`src/rtl/sram_image_loader.sv`:
```
// rtl/sram_image_loader.sv - byte stream to 16-bit SRAM word writer (optional SRAM_LOADER_CHECKSUM_EN adds o_checksum)
module sram_image_loader #(
    parameter int TOTAL_WORDS = 1048576,
    parameter int ADDR_W      = 20
) (
    input  logic              i_clk,
    input  logic              i_rst,
    input  logic              i_start,
    input  logic [7:0]        i_data,
    input  logic              i_valid,
    output logic              o_ready,
    output logic              o_busy,
    output logic              o_done,
    output logic [20:0]       o_word_count,
    output logic [ADDR_W-1:0] o_sram_addr,
    output logic [15:0]       o_sram_dq,
    output logic              o_sram_dq_oe,
    output logic              o_sram_we_n,
    output logic              o_sram_ce_n,
    output logic              o_sram_oe_n,
    output logic              o_sram_lb_n,
`ifdef SRAM_LOADER_CHECKSUM_EN
    output logic              o_sram_ub_n,
    output logic [15:0]       o_checksum
`else
    output logic              o_sram_ub_n
`endif
);

    localparam logic [20:0] LAST_COUNT = 21'(TOTAL_WORDS);

    typedef enum logic [2:0] {
        IDLE,
        RECV_HI,
        RECV_LO,
        SETUP,
        PULSE,
        HOLD,
        DONE
    } state_t;

    state_t      state;
    state_t      state_nxt;
    logic        busy_nxt;
    logic        dq_oe_nxt;
    logic [7:0]  byte_hi;
    logic [20:0] count_inc;

    assign count_inc = o_word_count + 21'd1;

    always_comb begin
        state_nxt = state;
        case (state)
            IDLE:    if (i_start) state_nxt = RECV_HI;
            RECV_HI: if (i_valid) state_nxt = RECV_LO;
            RECV_LO: if (i_valid) state_nxt = SETUP;
            SETUP:   state_nxt = PULSE;
            PULSE:   state_nxt = HOLD;
            HOLD:    state_nxt = (count_inc == LAST_COUNT) ? DONE : RECV_HI;
            DONE:    if (i_start) state_nxt = RECV_HI;
            default: state_nxt = IDLE;
        endcase
    end

    always_comb begin
        busy_nxt  = (state_nxt == RECV_HI) || (state_nxt == RECV_LO) ||
                    (state_nxt == SETUP)   || (state_nxt == PULSE)   ||
                    (state_nxt == HOLD);
        dq_oe_nxt = (state_nxt == SETUP) || (state_nxt == PULSE) || (state_nxt == HOLD);
    end

    // Strobes are derived from the next state so every output is a flop.
    always_ff @(posedge i_clk) begin
        if (i_rst) begin
            state        <= IDLE;
            byte_hi      <= 8'h00;
            o_ready      <= 1'b0;
            o_busy       <= 1'b0;
            o_done       <= 1'b0;
            o_word_count <= 21'd0;
            o_sram_addr  <= '0;
            o_sram_dq    <= 16'h0000;
            o_sram_dq_oe <= 1'b0;
            o_sram_we_n  <= 1'b1;
            o_sram_ce_n  <= 1'b1;
            o_sram_oe_n  <= 1'b1;
            o_sram_lb_n  <= 1'b1;
            o_sram_ub_n  <= 1'b1;
`ifdef SRAM_LOADER_CHECKSUM_EN
            o_checksum   <= 16'h0000;
`endif
        end else begin
            state        <= state_nxt;
            o_ready      <= (state_nxt == RECV_HI) || (state_nxt == RECV_LO);
            o_busy       <= busy_nxt;
            o_done       <= (state_nxt == DONE);
            o_sram_dq_oe <= dq_oe_nxt;
            o_sram_we_n  <= (state_nxt != PULSE);
            o_sram_ce_n  <= !busy_nxt;
            o_sram_oe_n  <= 1'b1;
            o_sram_lb_n  <= !busy_nxt;
            o_sram_ub_n  <= !busy_nxt;

            case (state)
                IDLE, DONE: begin
                    if (i_start) begin
                        o_sram_addr  <= '0;
                        o_word_count <= 21'd0;
`ifdef SRAM_LOADER_CHECKSUM_EN
                        o_checksum   <= 16'h0000;
`endif
                    end
                end
                RECV_HI: if (i_valid) byte_hi <= i_data;
                RECV_LO: if (i_valid) o_sram_dq <= {byte_hi, i_data};
                HOLD: begin
                    // Address wraps after the last word, but DONE is entered on the same edge.
                    o_sram_addr  <= o_sram_addr + ADDR_W'(1);
                    o_word_count <= count_inc;
`ifdef SRAM_LOADER_CHECKSUM_EN
                    o_checksum   <= o_checksum + o_sram_dq;
`endif
                end
                default: ;
            endcase
        end
    end

endmodule

```
`config.mk`:
```
export PLATFORM = sky130hd
export DESIGN_NAME = sram_image_loader
export DESIGN_NICKNAME = d
export VERILOG_FILES = /design/src/rtl/sram_image_loader.sv
export SDC_FILE = /design/constraint.sdc
export NUM_CORES = 1
export LEC_CHECK = 0
export ABC_AREA = 1
export ABC_CLOCK_PERIOD_IN_PS = 1700
export BUFFER_PORTS_ARGS = -buffer_cell sky130_fd_sc_hd__buf_2
export CAP_MARGIN = 20
export CORE_ASPECT_RATIO = 2
export CORE_UTILIZATION = 45
export DETAILED_ROUTE_END_ITERATION = 10
export GPL_TIMING_DRIVEN = 0
export PLACE_DENSITY = 0.76
export SYNTH_ARGS = -nofsm -noshare
export SYNTH_HDL_FRONTEND = slang
export SYNTH_SLANG_ARGS = --single-unit
```
`constraint.sdc`:
```
create_clock -name i_clk -period 1.7 [get_ports i_clk]
set_input_delay 0.17 -clock i_clk [delete_from_list [all_inputs] [get_ports i_clk]]
set_output_delay 0.17 -clock i_clk [all_outputs]
set_load 0.03 [all_outputs]
```
=== After elaboration in Yosys (flattened, before gate mapping) ===
Cells that the tools add are included.

* Bits in registers: 74
* Bits in latches: 0
* RAM bits: 0
* Memory bits (read-only): 0
* Input bits: 12
* Word-level logic and storage cells: 50
* Memories: 0

* Add/subtract/negate cells: 2
* Multipliers: 0
* Divide/modulo/power cells: 0
* Order comparisons: 0
* Eq/ne operators: 15
* Shift operators: 0
* Multiplexer cells: 9
* Bitwise logic cells: 0
* Reductions and logical operators: 13

{| class="wikitable"
|+ Operators by type and width
! kind !! count
|-
| 21-bit one-hot mux with 2 select lines || 1
|-
| 20-bit one-hot mux with 2 select lines || 1
|-
| 21-bit by 1-bit adder with 21-bit output, second input constant || 1
|-
| 21-bit == test, second input constant || 1
|-
| 21-bit 2-to-1 mux || 1
|-
| 20-bit by 1-bit adder with 20-bit output, second input constant || 1
|-
| 20-bit 2-to-1 mux || 1
|-
| 3-bit == test, second input constant || 6
|-
| 3-bit one-hot mux with 6 select lines || 1
|-
| 3-bit by 2-bit == test with 1-bit output, second input constant || 4
|-
| 3-bit 2-to-1 mux || 4
|-
| 3-bit by 1-bit == test with 1-bit output, second input constant || 2
|-
| 1-bit logical OR || 6
|-
| 2-bit AND reduction || 3
|-
| 3-bit zero test || 1
|-
| 3-bit != test, second input constant || 1
|-
| 2-bit by 1-bit != test with 1-bit output, second input constant || 1
|-
| 2-bit nonzero test || 1
|-
| 2-bit OR reduction || 1
|-
| 1-bit zero test || 1
|}

=== Longest topological paths before layout ===
* Depth in word-level cells: 10
* Gate-level depth with buffers: 17
* Depth with buffers taken out: 17

=== Least setup slack after synthesis ===
OpenSTA, ideal clock, no wires.

* Kind: register to register
* From: reg o_word_count[0]
* To: reg o_busy
* Data arrival time: 2,043 ps
* Required time: 1,586 ps
* Setup slack: -457 ps
* Stages on the path, launching flop included: 17
* Period minus slack after synthesis: 2,157 ps
* Cells stage by stage: dfxtp_1 > ha_1 > nand2_2 > nor2_4 > nand2_2 > o21ai_2 > nand2_1 > nor2_1 > nand2_1 > nor2_2 > nand3_1 > nand2_1 > nand2_1 > nand2_1 > nand2_2 > nand2_1 > nand2_1

* Word-level cells in the longest chain between the ends: 9

{| class="wikitable"
|+ Ends and longest elaborated chain
! element !! line !! source
|-
| start: declaration || 14 || <nowiki>output logic [20:0] o_word_count,</nowiki>
|-
| start signal: assignment || 119 || <nowiki>o_word_count <= count_inc;</nowiki>
|-
| 21-bit by 1-bit adder with 21-bit output (*) || 49 || <nowiki>assign count_inc = o_word_count + 21'd1;</nowiki>
|-
| 21-bit == test (*) || 59 || <nowiki>HOLD: state_nxt = (count_inc == LAST_COUNT) ? DONE : RECV_HI;</nowiki>
|-
| 3-bit 2-to-1 mux (*) || 59 ||
|-
| 3-bit one-hot mux with 6 select lines (*) || 53 || <nowiki>case (state)</nowiki>
|-
| 3-bit by 1-bit == test with 1-bit output or 3-bit by 2-bit == test with 1-bit output (tied branches) || 66 || <nowiki>busy_nxt = (state_nxt == RECV_HI) || (state_nxt == RECV_LO) ||</nowiki>
|-
| 1-bit logical OR (2 in series) || 66 ||
|-
| 1-bit logical OR || 67 || <nowiki>(state_nxt == SETUP) || (state_nxt == PULSE) ||</nowiki>
|-
| 1-bit logical OR (*) || 67 ||
|-
| end signal: assignment || 95 || <nowiki>o_busy <= busy_nxt;</nowiki>
|-
| end: declaration || 12 || <nowiki>output logic o_busy,</nowiki>
|}

Mark *: on every way between the ends. The rest lies on a longest branch, timed or not.
A chain may end at the register's enable or synchronous reset.

=== Final worst setup path ===
* From: reg o_word_count[1]
* To: reg o_busy

Same word-level chain as after synthesis.

==> results_dict.tcl <==
set metrics [dict create \
    outcome "finished, violations left" \
    violations "setup timing" \
    viasPerCell 5.40 \
    rows 45 \
    wl_per_cell_um 14.6 \
    path_common_cell "nand2_1" \
    synth_largest_area_cell "dfxtp_1" \
    internal_power_w 0.00347 \
    cp.required_ps 1930 \
    diodes 0 \
    arrival_ps 2260 \
    first_pass_iters 7 \
    syn_area_per_cell_um2 6.74 \
    clk_latency_ps 330 \
    grt.overflow.total 0 \
    synthTopCellsByCount "136 x nand2_1, 89 x nor2_1, 74 x dfxtp_1" \
    crit_fanout 4 \
    fmax_ghz 0.493 \
    final_layout_size_suffix_gt1_frac 0.351 \
    synth.cell_area_um2 3600 \
    power_frac_comb 0.105 \
    hold_start "i_data[4]" \
    grt_pass1_wl_um 16900 \
    final_max_slew_viol_count 0 \
    cp_cell_sequence "ha_4, nand2_4, nor2_4, nand3_2, nand2_1, nand2_1, nor2_1, nand2_1, nor2_2, nand4_2, nand3b_1, nor2_2, nand2_2, nand2_1" \
    start_util 0.470 \
    clkSinkCount 74 \
    critical_path_class "reg -> reg" \
    power_density_nw_per_um2 904 \
    ant_nets 0 \
    grt_pass1_vias 3872 \
    hold_violations 0 \
    peakVddDrop_v 0.000715 \
    die_area_um2 8390 \
    synth-async-reset-ratio 0 \
    p_leak_nw 2.08 \
    die_w_um 65.3 \
    holdBufCountCts 0 \
    min_path_type "in -> reg" \
    cts_made_buffers 9 \
    synth_most_common_cell "nand2_1" \
    ys_types 39 \
    yosysSeqAreaShare 0.411 \
    drt-total-wl_um 10900 \
    fin_worst_skew_ps 6.52 \
    cts_tree "done" \
    ys_top_cells_by_area "dfxtp_1 41%, nand2_1 14%, nor2_1 9.3%" \
    hpwl_um 7510 \
    p_clk_frac 0.498 \
    final_nets 663 \
    syn_to_final_growth_pct 40.2 \
    setup_viol 11 \
    power_frac_seq 0.396 \
    die_h_um 129 \
    cpPeakStageDelay_ps 380 \
    io_pins 78 \
    end_kind "flip-flop" \
    yosysTopAreaCellShare 0.411 \
    rsz0062_at_grt "true" \
    reg2reg_from "o_word_count[1]$_SDFFE_PP0P_" \
    drtIter0Drc 203 \
    tightest_slew_ps 595 \
    synthFlopType "dfxtp_1" \
    yosysWarnings 0 \
    swShare 0.239 \
    syn_inst 534 \
    finalPower_w 0.00456 \
    root_buffer "clkbuf_16" \
    fin_ws_ps -328 \
    grt_max_degree 14 \
    h-tree-depth 3 \
    grt_use_total 0.259 \
    vias 4036 \
    io_buffers 75 \
    post-route-period-util 1.19 \
    antenna_found_initial 0 \
    dp_slack_ps -528 \
    syn_nets 549 \
    synth_edf_count 0 \
    clk_pin_slew_ps 60 \
    critPathSlowestCell "dfxtp_4" \
    drc 0 \
    p_sw_w 0.00109 \
    core-area_um2 7660 \
    gp_congestion 0.943 \
    fin_crit_ps 2030 \
    yosys_register_bits 74 \
    max-slew-margin-rel 0.603 \
    drv_cap 0 \
    crit_start "o_word_count[1]$_SDFFE_PP0P_" \
    worstSetupStartpointType "flip-flop" \
    clockBufferDepth 2 \
]
==> layer usage <==
layer	up-vias	track usage	part of all wire
met5	-	0	0
met4	0	0.171	0.046
met3	43	0.0505	0.039
met2	134	0.493	0.57
met1	1898	0.237	0.35
li1	1961	-	-
==> power by group through the flow <==
stage | Combinational (W) | Sequential [W] | Clock (W)
floorplan | 0.000204 | 0.00190 | 0
global placement | 0.000374 | 0.00184 | 0
detailed placement | 0.000382 | 0.00184 | 0
CTS | 0.000415 | 0.00181 | 0.00228
global route | 0.000519 | 0.00181 | 0.00237
finish | 0.000480 | 0.00181 | 0.00227
==> metrics by stage <==
step / utilization / area (um2) / instances / hold WS, ps / TNS, ps
after floorplan: - / 3670 / 534 / 337 / -745
after CTS: 0.620 / 4750 / 734 / 103 / -1500
after global routing: 0.659 / 5050 / 747 / 121 / -4040
final: 0.659 / 5050 / 747 / 104 / -2030
after global placement: 0.543 / 4160 / 703 / 434 / -8160
after detailed placement: 0.543 / 4160 / 703 / 448 / -10580
==> kinds of logic (layout without fill, tap and decap cells) <==
| family | Yosys count | after routing | synth area share |
|---|---|---|---|
| xor+xnor | 3 | 3 | 0.00730 |
| buf+inv | 69 | 188 | 0.0761 |
| compound gates | 91 | 91 | 0.140 |
| other cells | 1 | 1 | 0.00104 |
| simple gates | 293 | 293 | 0.354 |
| fa+ha+maj | 3 | 3 | 0.0104 |
| flops | 74 | 74 | 0.411 |
==> state kept, by name (all words and copies together), names as in the netlist, 3 cells and up <==
register / count
byte_hi: 8
o_sram_dq: 16
o_sram_addr: 20
state: 3
o_word_count: 21
==> cell usage in the layout, fill, tap and decap left out, types with 7 or more instances in the layout <==
| cell | instances |
|---|---|
| nand2_2 | 9 |
| nand2_1 | 127 |
| buf_4 | 27 |
| nand3_1 | 20 |
| inv_1 | 41 |
| a21oi_1 | 33 |
| nor2_4 | 14 |
| buf_6 | 9 |
| nor3_1 | 7 |
| o21ai_0 | 35 |
| dfxtp_2 | 16 |
| buf_2 | 77 |
| clkbuf_16 | 10 |
| clkbuf_1 | 7 |
| nand3_2 | 10 |
| nor2_1 | 76 |
| dfxtp_1 | 52 |
| nor2_2 | 10 |
==> critical path, delay by kind of cell, from the launching register on <==
kind / cells / cell delay [ps]
simple gates: 13 / 1340
flops: 1 / 380
fa+ha+maj: 1 / 170
==> path summary, 6_finish.rpt <==
check / end / slack, ps / depth (start not counted)
setup / recovery: o_busy$_SDFF_PP0_ / -330 / 14
hold / removal: o_sram_dq[4]$_SDFFE_PP0P_ / 100 / 3
setup reg to reg: o_busy$_SDFF_PP0_ / -330 / 14
hold reg to reg: byte_hi[2]$_SDFFE_PP0P_ / 480 / 2
==> layout make-up <==
class,count,area [um2]
tap,94,118
inverter,49,185
clock inverter,6,111
timing repair buffer,103,602
clock buffer,10,250
sequential,74,1520
fill,674,2610
multi-input combinational,391,2120
buffer,20,134
==> what timing repair did <==
item / CTS / global route
setup buffers: 16 / 13
endpoints found under the setup margin: 55 / 59
pin swaps: 17 / 18
gates cloned: 0 / 1
gates resized for setup: 37 / 64
Note: power is estimated with default switching activity, not from simulation.
